## src/rtl/dmem_bus_ctrl.sv

```systemverilog
// ---------------------------------------------------------------------------
// dmem_bus_ctrl
//   Data-memory bus controller that sits directly after the load/store access
//   manager. It takes one word-aligned request from the MEM stage, runs it as
//   a single-beat cyc/ack bus transaction, and stalls the pipeline until the
//   transaction completes or times out. The raw 32-bit read word is returned
//   as cpu_rdata.
//
//   Parameters
//     TIMEOUT    max BUS-state cycles to wait for mem_ack (0 disables timeout)
//
//   Ports
//     clk, rst_n     clock (rising edge), asynchronous active-low reset
//     cpu_req/we     MEM-stage request strobe and store/load select
//     cpu_addr       word address [31:2]
//     cpu_be         byte enables (0 = zero-byte access, no bus cycle)
//     cpu_wdata      byte-lane-replicated store data
//     cpu_rdata      raw read word, valid in DONE, held until next read/timeout
//     cpu_stall      pipeline freeze (combinational)
//     cpu_err        one-cycle bus-timeout pulse
//     mem_cyc/we     bus cycle active / bus write
//     mem_addr/be    bus word address / byte enables
//     mem_wdata      bus write data
//     mem_rdata      bus read data, taken together with mem_ack
//     mem_ack        bus completion, only looked at in BUS
// ---------------------------------------------------------------------------
module dmem_bus_ctrl #(
  parameter int TIMEOUT = 16
) (
  input  logic        clk,
  input  logic        rst_n,
  input  logic        cpu_req,
  input  logic        cpu_we,
  input  logic [29:0] cpu_addr,
  input  logic [3:0]  cpu_be,
  input  logic [31:0] cpu_wdata,
  output logic [31:0] cpu_rdata,
  output logic        cpu_stall,
  output logic        cpu_err,
  output logic        mem_cyc,
  output logic        mem_we,
  output logic [29:0] mem_addr,
  output logic [3:0]  mem_be,
  output logic [31:0] mem_wdata,
  input  logic [31:0] mem_rdata,
  input  logic        mem_ack
);

  // Keep the counter at least one bit wide so TIMEOUT=0 still elaborates.
  localparam int CNT_W = (TIMEOUT > 0) ? $clog2(TIMEOUT + 1) : 1;
  localparam bit TO_EN = (TIMEOUT != 0);
  localparam logic [CNT_W-1:0] CNT_LAST = (TIMEOUT > 0) ? CNT_W'(TIMEOUT - 1) : '0;

  localparam logic [1:0] S_IDLE = 2'd0;
  localparam logic [1:0] S_BUS  = 2'd1;
  localparam logic [1:0] S_DONE = 2'd2;

  logic [1:0]       state_q,     state_d;
  logic [CNT_W-1:0] cnt_q,       cnt_d;
  logic             mem_cyc_q,   mem_cyc_d;
  logic             mem_we_q,    mem_we_d;
  logic [29:0]      mem_addr_q,  mem_addr_d;
  logic [3:0]       mem_be_q,    mem_be_d;
  logic [31:0]      mem_wdata_q, mem_wdata_d;
  logic [31:0]      cpu_rdata_q, cpu_rdata_d;
  logic             cpu_err_q,   cpu_err_d;

  logic start_req;
  logic timeout_hit;

  assign start_req   = cpu_req & (|cpu_be);
  assign timeout_hit = TO_EN && (cnt_q == CNT_LAST);

  always_comb begin
    state_d     = state_q;
    cnt_d       = cnt_q;
    mem_cyc_d   = mem_cyc_q;
    mem_we_d    = mem_we_q;
    mem_addr_d  = mem_addr_q;
    mem_be_d    = mem_be_q;
    mem_wdata_d = mem_wdata_q;
    cpu_rdata_d = cpu_rdata_q;
    // cpu_err is a pulse: it only survives the edge that raises it.
    cpu_err_d   = 1'b0;

    case (state_q)
      S_IDLE: begin
        if (start_req) begin
          mem_cyc_d   = 1'b1;
          mem_we_d    = cpu_we;
          mem_addr_d  = cpu_addr;
          mem_be_d    = cpu_be;
          mem_wdata_d = cpu_wdata;
          cnt_d       = '0;
          state_d     = S_BUS;
        end
      end
      S_BUS: begin
        // Ack is checked first so that an ack in the last allowed cycle wins.
        if (mem_ack) begin
          mem_cyc_d = 1'b0;
          if (!mem_we_q) begin
            cpu_rdata_d = mem_rdata;
          end
          state_d = S_DONE;
        end else if (timeout_hit) begin
          mem_cyc_d   = 1'b0;
          cpu_rdata_d = '0;
          cpu_err_d   = 1'b1;
          state_d     = S_DONE;
        end else if (TO_EN) begin
          // Never wraps: the timeout fires at TIMEOUT-1 before reaching TIMEOUT.
          cnt_d = cnt_q + CNT_W'(1);
        end
      end
      S_DONE: begin
        state_d = S_IDLE;
      end
      default: begin
        state_d   = S_IDLE;
        mem_cyc_d = 1'b0;
      end
    endcase
  end

  always_ff @(posedge clk or negedge rst_n) begin
    if (!rst_n) begin
      state_q     <= S_IDLE;
      cnt_q       <= '0;
      mem_cyc_q   <= 1'b0;
      mem_we_q    <= 1'b0;
      mem_addr_q  <= '0;
      mem_be_q    <= '0;
      mem_wdata_q <= '0;
      cpu_rdata_q <= '0;
      cpu_err_q   <= 1'b0;
    end else begin
      state_q     <= state_d;
      cnt_q       <= cnt_d;
      mem_cyc_q   <= mem_cyc_d;
      mem_we_q    <= mem_we_d;
      mem_addr_q  <= mem_addr_d;
      mem_be_q    <= mem_be_d;
      mem_wdata_q <= mem_wdata_d;
      cpu_rdata_q <= cpu_rdata_d;
      cpu_err_q   <= cpu_err_d;
    end
  end

  // Gated by rst_n so the stall drops during reset even if cpu_req is held.
  assign cpu_stall = rst_n & (((state_q == S_IDLE) & start_req) | (state_q == S_BUS));

  assign cpu_rdata = cpu_rdata_q;
  assign cpu_err   = cpu_err_q;
  assign mem_cyc   = mem_cyc_q;
  assign mem_we    = mem_we_q;
  assign mem_addr  = mem_addr_q;
  assign mem_be    = mem_be_q;
  assign mem_wdata = mem_wdata_q;

endmodule

```

## config.mk

```make
export PLATFORM = sky130hd
export DESIGN_NAME = dmem_bus_ctrl
export DESIGN_NICKNAME = d
export VERILOG_FILES = /design/src/rtl/dmem_bus_ctrl.sv
export SDC_FILE = /design/constraint.sdc
export NUM_CORES = 1
export LEC_CHECK = 0
export BUFFER_PORTS_ARGS = -buffer_cell sky130_fd_sc_hd__buf_2
export CAP_MARGIN = 25
export CORE_MARGIN = 10
export CORE_UTILIZATION = 40
export CTS_CLUSTER_SIZE = 16
export DETAILED_ROUTE_END_ITERATION = 8
export GPL_ROUTABILITY_DRIVEN = 0
export PLACE_DENSITY = 0.71
export SYNTH_ARGS = -nofsm -noshare
export SYNTH_HDL_FRONTEND = slang
export SYNTH_SLANG_ARGS = --single-unit
```

## constraint.sdc

```tcl
create_clock -name clk -period 2 [get_ports clk]
set_input_delay 0.4 -clock clk [delete_from_list [all_inputs] [get_ports clk]]
set_output_delay 0.4 -clock clk [all_outputs]
set_load 0.1 [all_outputs]
```

# After elaboration in Yosys (flattened, before gate mapping)
# Cells that the tools add are included.
[op_classes] n_mux=18 div=0 reduce_logical=9 mul=0 n_eq_ne=8 n_bitwise=5 addsub=1 n_lt_le_gt_ge=0 shifts=0
[ops] cell="two-way mux 32 bit" count=3
[ops] cell="two-way mux 5 bit" count=3
[ops] cell="one-hot mux 5 bit (2 select lines)" count=1
[ops] cell="inequality test 2 bit, second input constant" count=4
[ops] cell="two-way mux 1 bit" count=6
[ops] cell="two-way mux 2 bit" count=3
[ops] cell="AND reduction 3 bit" count=2
[ops] cell="adder 5 x 1 -> 5 bit, second input constant" count=1
[ops] cell="equality test 5 x 4 -> 1 bit, second input constant" count=1
[ops] cell="one-hot mux 2 bit (2 select lines)" count=1
[ops] cell="AND reduction 2 bit" count=2
[ops] cell="AND reduction 4 bit" count=1
[ops] cell="nonzero test 2 bit" count=2
[ops] cell="OR reduction 4 bit" count=1
[ops] cell="AND 1 bit" count=3
[ops] cell="inequality test 3 bit, second input constant" count=1
[ops] cell="one-hot mux 1 bit (3 select lines)" count=1
[ops] cell="equality test 2 x 1 -> 1 bit, second input constant" count=1
[ops] cell="equality test 2 bit, second input constant" count=1
[ops] cell="logical NOT 2 bit" count=1
[ops] cell="NOT 1 bit" count=1
[ops] cell="OR 1 bit" count=1
[totals] latch_bits=0 output_inout_bits=102 ram_bits=0 n_memories=0 ff_bits=108 input_bits=103 romBits=0

# Logic depth before layout (Yosys ltp)
# Gate-level depths: netlist of the first run.
[depth] ltp_word=5 depth_mapped=7 mapped_depth_nobuf=6

# Worst setup path after synthesis of the first run
# OpenSTA, ideal clock, no wires.
[synth_path] path_type="flip-flop to output port" startpoint="reg state_q[0]" endpoint="out cpu_stall" required_time_ns=1.600 setup_slack_ns=-0.348 arrival_time_ns=1.948 path_stages_with_launch=5 cell_sequence="dfrtp_1 or3b_1 nor2_4 buf_6 o21a_1"
[synth_via] elab_chain_len=4 elab_cells_between_ends=5 cone_classes="1 x eq/ne; 3 x bitwise; 1 x reduce/logical"
[synth_lines] element="from (decl)" line="58" text="logic [1:0] state_q, state_d;"
[synth_lines] element="from (signal assigned)" line="138" text="state_q <= state_d;"
[synth_lines] element="logical NOT 2 bit" line="151" text="assign cpu_stall = rst_n & (((state_q == S_IDLE) & start_req) | (state_q == S_BUS));"
[synth_lines] element="AND 1 bit" line="151"
[synth_lines] element="OR 1 bit (*)" line="151"
[synth_lines] element="AND 1 bit (*)" line="151"
[synth_lines] element="to (decl)" line="38" text="output logic cpu_stall,"
# Every way passes the cells marked *; elsewhere a longest branch is shown, timed or not.

# Final worst setup path of the first run
[layout_path] startpoint="reg state_q[1]" endpoint="out cpu_stall"
# The elaborated chain is that of the path after synthesis.

==> impl_metrics.json, run 1 <==
{
  "fin_skew_ps": 13.8,
  "fin_crit_sh": 0.997,
  "cts.clk_slew.worst_paths_ps": 110,
  "drc": 0,
  "critical_path_class": "flip-flop to primary output",
  "groute.usage.overall": 0.148,
  "hold_viol": 0,
  "grt_max_degree": 109,
  "ys_types": 31,
  "synth_warnings": 0,
  "start_util": 0.414,
  "synth_area_leaders": "dfrtp_1, mux2_2, a22o_1",
  "tns_ps": 0,
  "slew_headroom": 0.596,
  "synth_most_common_cell": "dfrtp_1",
  "core_mm2": 0.00986,
  "min-delay-path-class": "input port to async pin",
  "core.rowCount": 36,
  "grt_use_met1": 0.163,
  "dr.first_iter.drc_count": 156,
  "synthTopCellsByCount": "dfrtp_1, mux2_2, a22o_1, mux2_1",
  "drt_pass1_iterations": 6,
  "die_width_um": 121,
  "synthCells": 255,
  "cp_max_fo": 2,
  "busiest_layer": "met2",
  "clock_sinks": 108,
  "synth-edff-count": 0,
  "status": "finished clean",
  "cts-root-buf": "clkbuf_8",
  "grt_pass1_wl_um": 17500,
  "die_y_um": 121,
  "worst_slew_pin_slew_ps": 606,
  "seq_area_frac_synth": 0.662,
  "required_ps": 1600,
  "reg2regPathDepth": 7,
  "slew_viol_final": 0,
  "drt-total-wl_um": 10900,
  "synth-main-ff-cell": "dfrtp_1",
  "cts_buffers": 9,
  "dieArea_mm2": 0.0146,
  "h-tree-depth": 3,
  "syn_nets": 360,
  "avgSynthCellArea_um2": 16.0,
  "end_kind": "primary output",
  "ant_nets": 0,
  "met2_usage": 0.245,
  "setup_viol": 0,
  "grt_pass1_vias": 3409,
  "async_flop_share": 1.00,
  "gr-total-overflow": 0,
  "antenna_found_initial": 0,
  "wl_per_cell_um": 17.9,
  "clk_latency_ps": 370,
  "area_growth_pct": 35.4,
  "ctsHoldBuffers": 0,
  "fin_crit_ps": 1990,
  "viasPerCell": 4.88,
  "n_antenna_cell": 0,
  "syn-cell-area_mm2": 0.00408,
  "cts_buffer_depth": 2,
  "ys_ff_latch": 108,
  "vias": 2969,
  "io_buffers": 204,
  "clock.fmax_mhz": 502,
  "hpwl_um": 8450,
  "maxCapViolations": 0,
  "nets": 576,
  "met3_usage": 0.0665,
  "rsz0062_at_grt": "true",
  "drive_gt1_frac": 0.616,
  "cp.arrival_ps": 1590,
  "tritoncts": "done",
  "cp-start-kind": "flip-flop",
  "yosysTopAreaCell": "dfrtp_1",
  "io_pins": 205,
  "synth.top_cell.area_share": 0.662
}
## critical path: stages (launching register included)
cell and delay [ps]:
dfrtp_1 410, or3b_4 400, nor2_4 110, o21a_4 140, buf_12 170
## final timing paths
kind,start,endpoint,slack (ps)
worst max register to register,cnt_q[0]$_DFFE_PN0P_,cnt_q[1]$_DFFE_PN0P_,80
worst max-delay path,state_q[1]$_DFFE_PN0P_,cpu_stall,6
worst min register to register,mem_addr[19]$_DFFE_PN0P_,mem_addr[19]$_DFFE_PN0P_,490
worst min-delay path,rst_n,mem_cyc$_DFFE_PN0P_,60
min in group clk,mem_rdata[31],cpu_rdata[31]$_DFFE_PN0P_,240
max in group asynchronous,rst_n,mem_wdata[19]$_DFFE_PN0P_,1420
## cells in the final DEF, fill, tap and decap left out, types with 2 or more instances in the layout
master and n:
inv_1 2, buf_12 3, buf_2 202, a22o_1 32
clkbuf_8 9, buf_4 14, nand2b_1 2, clkinv_4 3
mux2_2 49, clkinv_2 3, nor2_1 2, mux2_1 18
nand2_1 5, dfrtp_1 108
## kinds of logic (layout without fill, tap and decap cells)
| family | Yosys count | in the layout | share of synthesized area |
|---|---|---|---|
| DFF | 108 | 108 | 0.662 |
| muxes | 68 | 68 | 0.187 |
| AOI/OAI and AO/OA | 41 | 41 | 0.0843 |
| and+or+nand+nor | 20 | 20 | 0.0328 |
| buffers and inverters | 16 | 237 | 0.0276 |
| adders and majority gates | 2 | 2 | 0.00613 |
## per-stage QoR
step           utilization  setup slack (ps)  instances  hold slack (ps)  area (µm²)
2_1_floorplan            -              15.4        255              104        4090
3_3_place_gp         0.536              83.5        587              462        5290
3_5_place_dp         0.536             -34.9        587              471        5290
4_1_cts              0.557             -41.7        606              132        5490
5_1_grt              0.561             -65.1        609              144        5530
6_report             0.561              6.18        609             62.9        5530
## flip-flops by register name (all words and copies together), names as in the netlist, 2 cells and up
register and flops:
mem_be 4, mem_wdata 32, cnt_q 5, mem_addr 30
state_q 2, cpu_rdata 32
## area by class of cell
type | count | area [µm²]
clock inverters | 7 | 52.6
inverters | 2 | 7.51
repair buffers | 219 | 1180
fillers | 828 | 4340
well taps | 133 | 166
clock buffers | 9 | 124
multi-input cells | 131 | 1300
flip-flops and latches | 108 | 2700
## metal layers
layer  vias up  wire [µm]
met5         -          0
met4         0        139
met3        13       1130
met2       124       5530
met1      1475       4080
li1       1357          -
## timing repair
action / CTS / global route
endpoints found under the setup margin: 4 / 32
buffers inserted: 3 / 3
resized for setup: 2 / 3
pin swaps: 1 / 1
gates cloned: 0 / 0
Power of run 1 is left out: the tool's default activity adds up to more than one toggle a clock period on the data nets, which glitch-free logic cannot reach.
==> run 2: changes to the inputs <==
==> constraint.sdc (replaced) <==
create_clock -name clk -period 2 [get_ports clk]
set_input_delay 0.2 -clock clk [delete_from_list [all_inputs] [get_ports clk]]
set_output_delay 0.2 -clock clk [all_outputs]
set_load 0.1 [all_outputs]
==> impl_metrics.json, run 2 (synthesis results as in run 1) <==
{
  "hold_viol": 0,
  "hp-start": "mem_rdata[23]",
  "critical_path_class": "flip-flop to primary output",
  "grt_max_degree": 109,
  "slew_viol_final": 0,
  "drc": 0,
  "antenna_found_initial": 0,
  "io_pins": 205,
  "end_kind": "primary output",
  "nFillCells": 828,
  "hold_slack_ps": 51.5,
  "min_to": "cpu_rdata[23]$_DFFE_PN0P_",
  "fin_crit_ps": 1920,
  "rsz0062_at_grt": "false",
  "min-delay-path-class": "input port to flip-flop",
  "dr.first_iter.drc_count": 99,
  "grt_use_met1": 0.150,
  "cts_buffers": 9,
  "core_mm2": 0.00986,
  "area_growth_pct": 36.9,
  "dpl_cell_area_mm2": 0.00529,
  "clk_latency_ps": 350,
  "core.rowCount": 36,
  "dieArea_mm2": 0.0146,
  "start_util": 0.414,
  "required_ps": 1800,
  "cp_max_fo": 2,
  "layout_commonest_cell": "buf_2",
  "cp-start-kind": "flip-flop",
  "post-place-ws_ps": -7.10,
  "met3_usage": 0.0758,
  "fin_ws_ps": 77.9,
  "grt_pass1_vias": 3277,
  "groute.usage.overall": 0.144,
  "die_y_um": 121,
  "worst_slew_pin_slew_ps": 550,
  "tritoncts": "done",
  "drive_gt1_frac": 0.611,
  "fin_crit_sh": 0.961,
  "layout_common_cells": "buf_2, dfrtp_1, mux2_2",
  "gr-total-overflow": 0,
  "n_antenna_cell": 0,
  "drt_pass1_iterations": 4,
  "status": "finished clean",
  "clock_sinks": 108,
  "drt-total-wl_um": 10900,
  "reg2regPathDepth": 7,
  "met2_usage": 0.239,
  "vias": 2926,
  "worstHoldPathCells": 2,
  "r2r_start": "cnt_q[1]$_DFFE_PN0P_",
  "r2r_end": "cnt_q[4]$_DFFE_PN0P_",
  "design_area_mm2": 0.00559,
  "h-tree-depth": 3,
  "viasPerCell": 4.83,
  "io_buffers": 204,
  "cts-root-buf": "clkbuf_8",
  "busiest_layer": "met2",
  "reg2reg_slack_ps": 80,
  "hpwl_um": 8190,
  "cp.arrival_ps": 1720,
  "maxCapViolations": 0,
  "slew_headroom": 0.634,
  "cts.clk_slew.worst_paths_ps": 90,
  "grt_pass1_wl_um": 16700,
  "clock.fmax_mhz": 520,
  "fin_skew_ps": 9.57,
  "cts_buffer_depth": 2,
  "die_width_um": 121,
  "setup_viol": 0,
  "ant_nets": 0,
  "nets": 574,
  "wl_per_cell_um": 18.0
}
## run 2: changes by cell type in the layout (fill, tap and decap cells not counted), sizes merged
cell,before,now
clkinvlp,0,1
clkbuf,9,12
inv,3,2
dlygate4sd3,0,1
bufinv,0,1
clkinv,6,1
buf,219,215
bufbuf,0,1
## run 2: repair_timing
action	in CTS	in global routing
buffers inserted	4	0
hold buffers	1	0
resized for setup	2	4
endpoints found under the hold margin	108	0
setup endpoints to repair	3	7
pin swaps	1	1
gates cloned	1	0
## run 2: metrics by stage
step                 util  TNS (ps)  cells
floorplan               -         0    255
detailed placement  0.537     -8.53    585
finish              0.566         0    606
CTS                 0.565         0    606
global placement    0.537         0    585
global route        0.566         0    606
## run 2: worst max-delay path by stage
stage | end | slack [ps] | cells past startpoint | from
after floorplan | cnt_q[2]$_DFFE_PN0P_ | 20 | 7 | cnt_q[0]$_DFFE_PN0P_
after global placement | cnt_q[2]$_DFFE_PN0P_ | 80 | 6 | cnt_q[1]$_DFFE_PN0P_
after detailed placement | cnt_q[2]$_DFFE_PN0P_ | -7 | 6 | cnt_q[1]$_DFFE_PN0P_
after CTS | cnt_q[4]$_DFFE_PN0P_ | 20 | 7 | cnt_q[1]$_DFFE_PN0P_
after global routing | cpu_stall | 9 | 5 | state_q[0]$_DFFE_PN0P_
final | cpu_stall | 80 | 5 | state_q[0]$_DFFE_PN0P_
## run 2: cell type report
type,count,area [µm²],area share
sequential,108,2700,0.484
multi-input combinational,131,1300,0.232
timing repair buffer,217,1210,0.217
tap,133,166,0.0298
clock buffer,12,155,0.0278
clock inverter,3,46.3,0.00828
inverter,2,7.51,0.00134
## run 2: routing by layer
| layer | wire, µm | vias up |
|---|---|---|
| li1 | - | 1354 |
| met1 | 4180 | 1427 |
| met2 | 5330 | 131 |
| met3 | 1240 | 14 |
| met4 | 161 | 0 |
| met5 | 0 | - |
## run 2: worst max-delay path, stage by stage (launching register included)
cell and delay (ps):
dfrtp_1 400, or3b_4 430, nor2_4 130, buf_12 110, o21a_2 130, buf_12 170
Power of run 2 is left out for the same reason.
==> run 3: changes to the inputs <==
==> constraint.sdc (replaced) <==
create_clock -name clk -period 2 [get_ports clk]
set_input_delay 0.1 -clock clk [delete_from_list [all_inputs] [get_ports clk]]
set_output_delay 0.1 -clock clk [all_outputs]
set_load 0.1 [all_outputs]
==> impl_metrics.json, run 3 (synthesis results as in run 1) <==
{
  "status": "finished clean",
  "die_width_um": 121,
  "die_y_um": 121,
  "cp_max_fo": 50,
  "io_pins": 205,
  "r2r_end": "mem_wdata[11]$_DFFE_PN0P_",
  "layout_commonest_cell": "buf_2",
  "fin_ws_ps": 59.8,
  "grt_pass1_vias": 3856,
  "dr.first_iter.drc_count": 195,
  "setup_viol": 0,
  "viasPerCell": 4.76,
  "post-place-ws_ps": -7.01,
  "r2r_start": "state_q[1]$_DFFE_PN0P_",
  "hold_slack_ps": 154,
  "gr-total-overflow": 0,
  "fin_crit_ps": 1940,
  "min-delay-path-class": "input port to flip-flop",
  "drt-total-wl_um": 12700,
  "cts-root-buf": "clkbuf_8",
  "path_cells": "or3b_4, nor2_4, buf_4, buf_12, mux2_2",
  "cp-start-kind": "flip-flop",
  "cts.clk_slew.worst_paths_ps": 100,
  "clk_latency_ps": 360,
  "clock.fmax_mhz": 515,
  "worst_slew_pin_slew_ps": 556,
  "fin_crit_sh": 0.970,
  "reg2reg_slack_ps": 60,
  "area_growth_pct": 62.4,
  "ant_nets": 0,
  "slew_headroom": 0.630,
  "h-tree-depth": 3,
  "start_util": 0.414,
  "hpwl_um": 8140,
  "cp.arrival_ps": 2180,
  "critical_path_class": "flip-flop to flip-flop",
  "maxCapViolations": 0,
  "io_buffers": 204,
  "tritoncts": "done",
  "reg2regPathDepth": 5,
  "nets": 677,
  "nFillCells": 691,
  "dieArea_mm2": 0.0146,
  "groute.usage.overall": 0.169,
  "end_kind": "flip-flop",
  "post-route-util": 0.672,
  "critPathSlowestCell": "dfrtp_1",
  "fin_skew_ps": 7.98,
  "instances_no_fill": 711,
  "required_ps": 2240,
  "layout_common_cells": "buf_2, dfrtp_1, dlygate4sd3_1",
  "wl_per_cell_um": 17.8,
  "cts_buffers": 9,
  "grt_pass1_wl_um": 19800,
  "cts_buffer_depth": 2,
  "clock_sinks": 108,
  "drc": 0,
  "core.rowCount": 36,
  "slew_viol_final": 0,
  "hold_viol": 0,
  "grt_max_degree": 109,
  "core_mm2": 0.00986,
  "crit_start": "state_q[1]$_DFFE_PN0P_",
  "antenna_found_initial": 1,
  "drive_gt1_frac": 0.506,
  "crit_end": "mem_wdata[11]$_DFFE_PN0P_",
  "vias": 3385,
  "drt_pass1_iterations": 4,
  "max_stage_delay_ps": 440,
  "dp_cells": 586
}
==> run 3: repair_timing <==
item	CTS	global route
buffers inserted	1	5
cloned	1	0
pin swaps	2	1
hold endpoints to repair	208	0
hold buffers	101	0
setup endpoints to repair	2	12
gates resized for setup	5	6
==> run 3: worst min path at each step <==
| stage | from | to | depth (start not counted) |
|---|---|---|---|
| 2_1_floorplan | rst_n | cnt_q[0]$_DFFE_PN0P_ | 0 |
| 3_3_place_gp | rst_n | cpu_rdata[27]$_DFFE_PN0P_ | 2 |
| 3_5_place_dp | rst_n | mem_be[3]$_DFFE_PN0P_ | 2 |
| 4_1_cts | cpu_be[0] | state_q[0]$_DFFE_PN0P_ | 3 |
| 5_1_grt | cpu_be[0] | state_q[0]$_DFFE_PN0P_ | 3 |
| 6_report | cpu_be[1] | state_q[0]$_DFFE_PN0P_ | 3 |
==> run 3: critical path, delay by kind of cell, from the launching register on <==
kind	cells	cell delay [ps]
buf+inv	2	410
simple gates	2	560
flops	1	440
mux	1	390
==> run 3: final cells by class <==
| class | instances | area, µm² | area share |
|---|---|---|---|
| Sequential cell | 108 | 2700 | 0.408 |
| Multi-Input combinational cell | 131 | 1310 | 0.198 |
| Timing Repair Buffer | 320 | 2240 | 0.337 |
| Tap cell | 133 | 166 | 0.0251 |
| Antenna cell | 1 | 2.50 | 0.000377 |
| Inverter | 2 | 7.51 | 0.00113 |
| Clock buffer | 13 | 159 | 0.0240 |
| Clock inverter | 3 | 45.0 | 0.00679 |
==> run 3: metal layers <==
layer  routed length (µm)  part of all wire  global-route usage
met1                 4810              0.38               0.174
met2                 6310              0.50               0.291
met3                 1260             0.099              0.0758
met4                  307             0.024              0.0732
met5                    0                 0                   0
==> run 3: through the flow <==
| step | area, µm² | setup TNS, ps |
|---|---|---|
| after detailed placement | 5290 | -7.01 |
| final | 6630 | 0 |
| after global routing | 6630 | -6.80 |
| after floorplan | 4080 | 0 |
| after global placement | 5290 | 0 |
| after CTS | 6560 | 0 |
Power of run 3 is left out for the same reason.
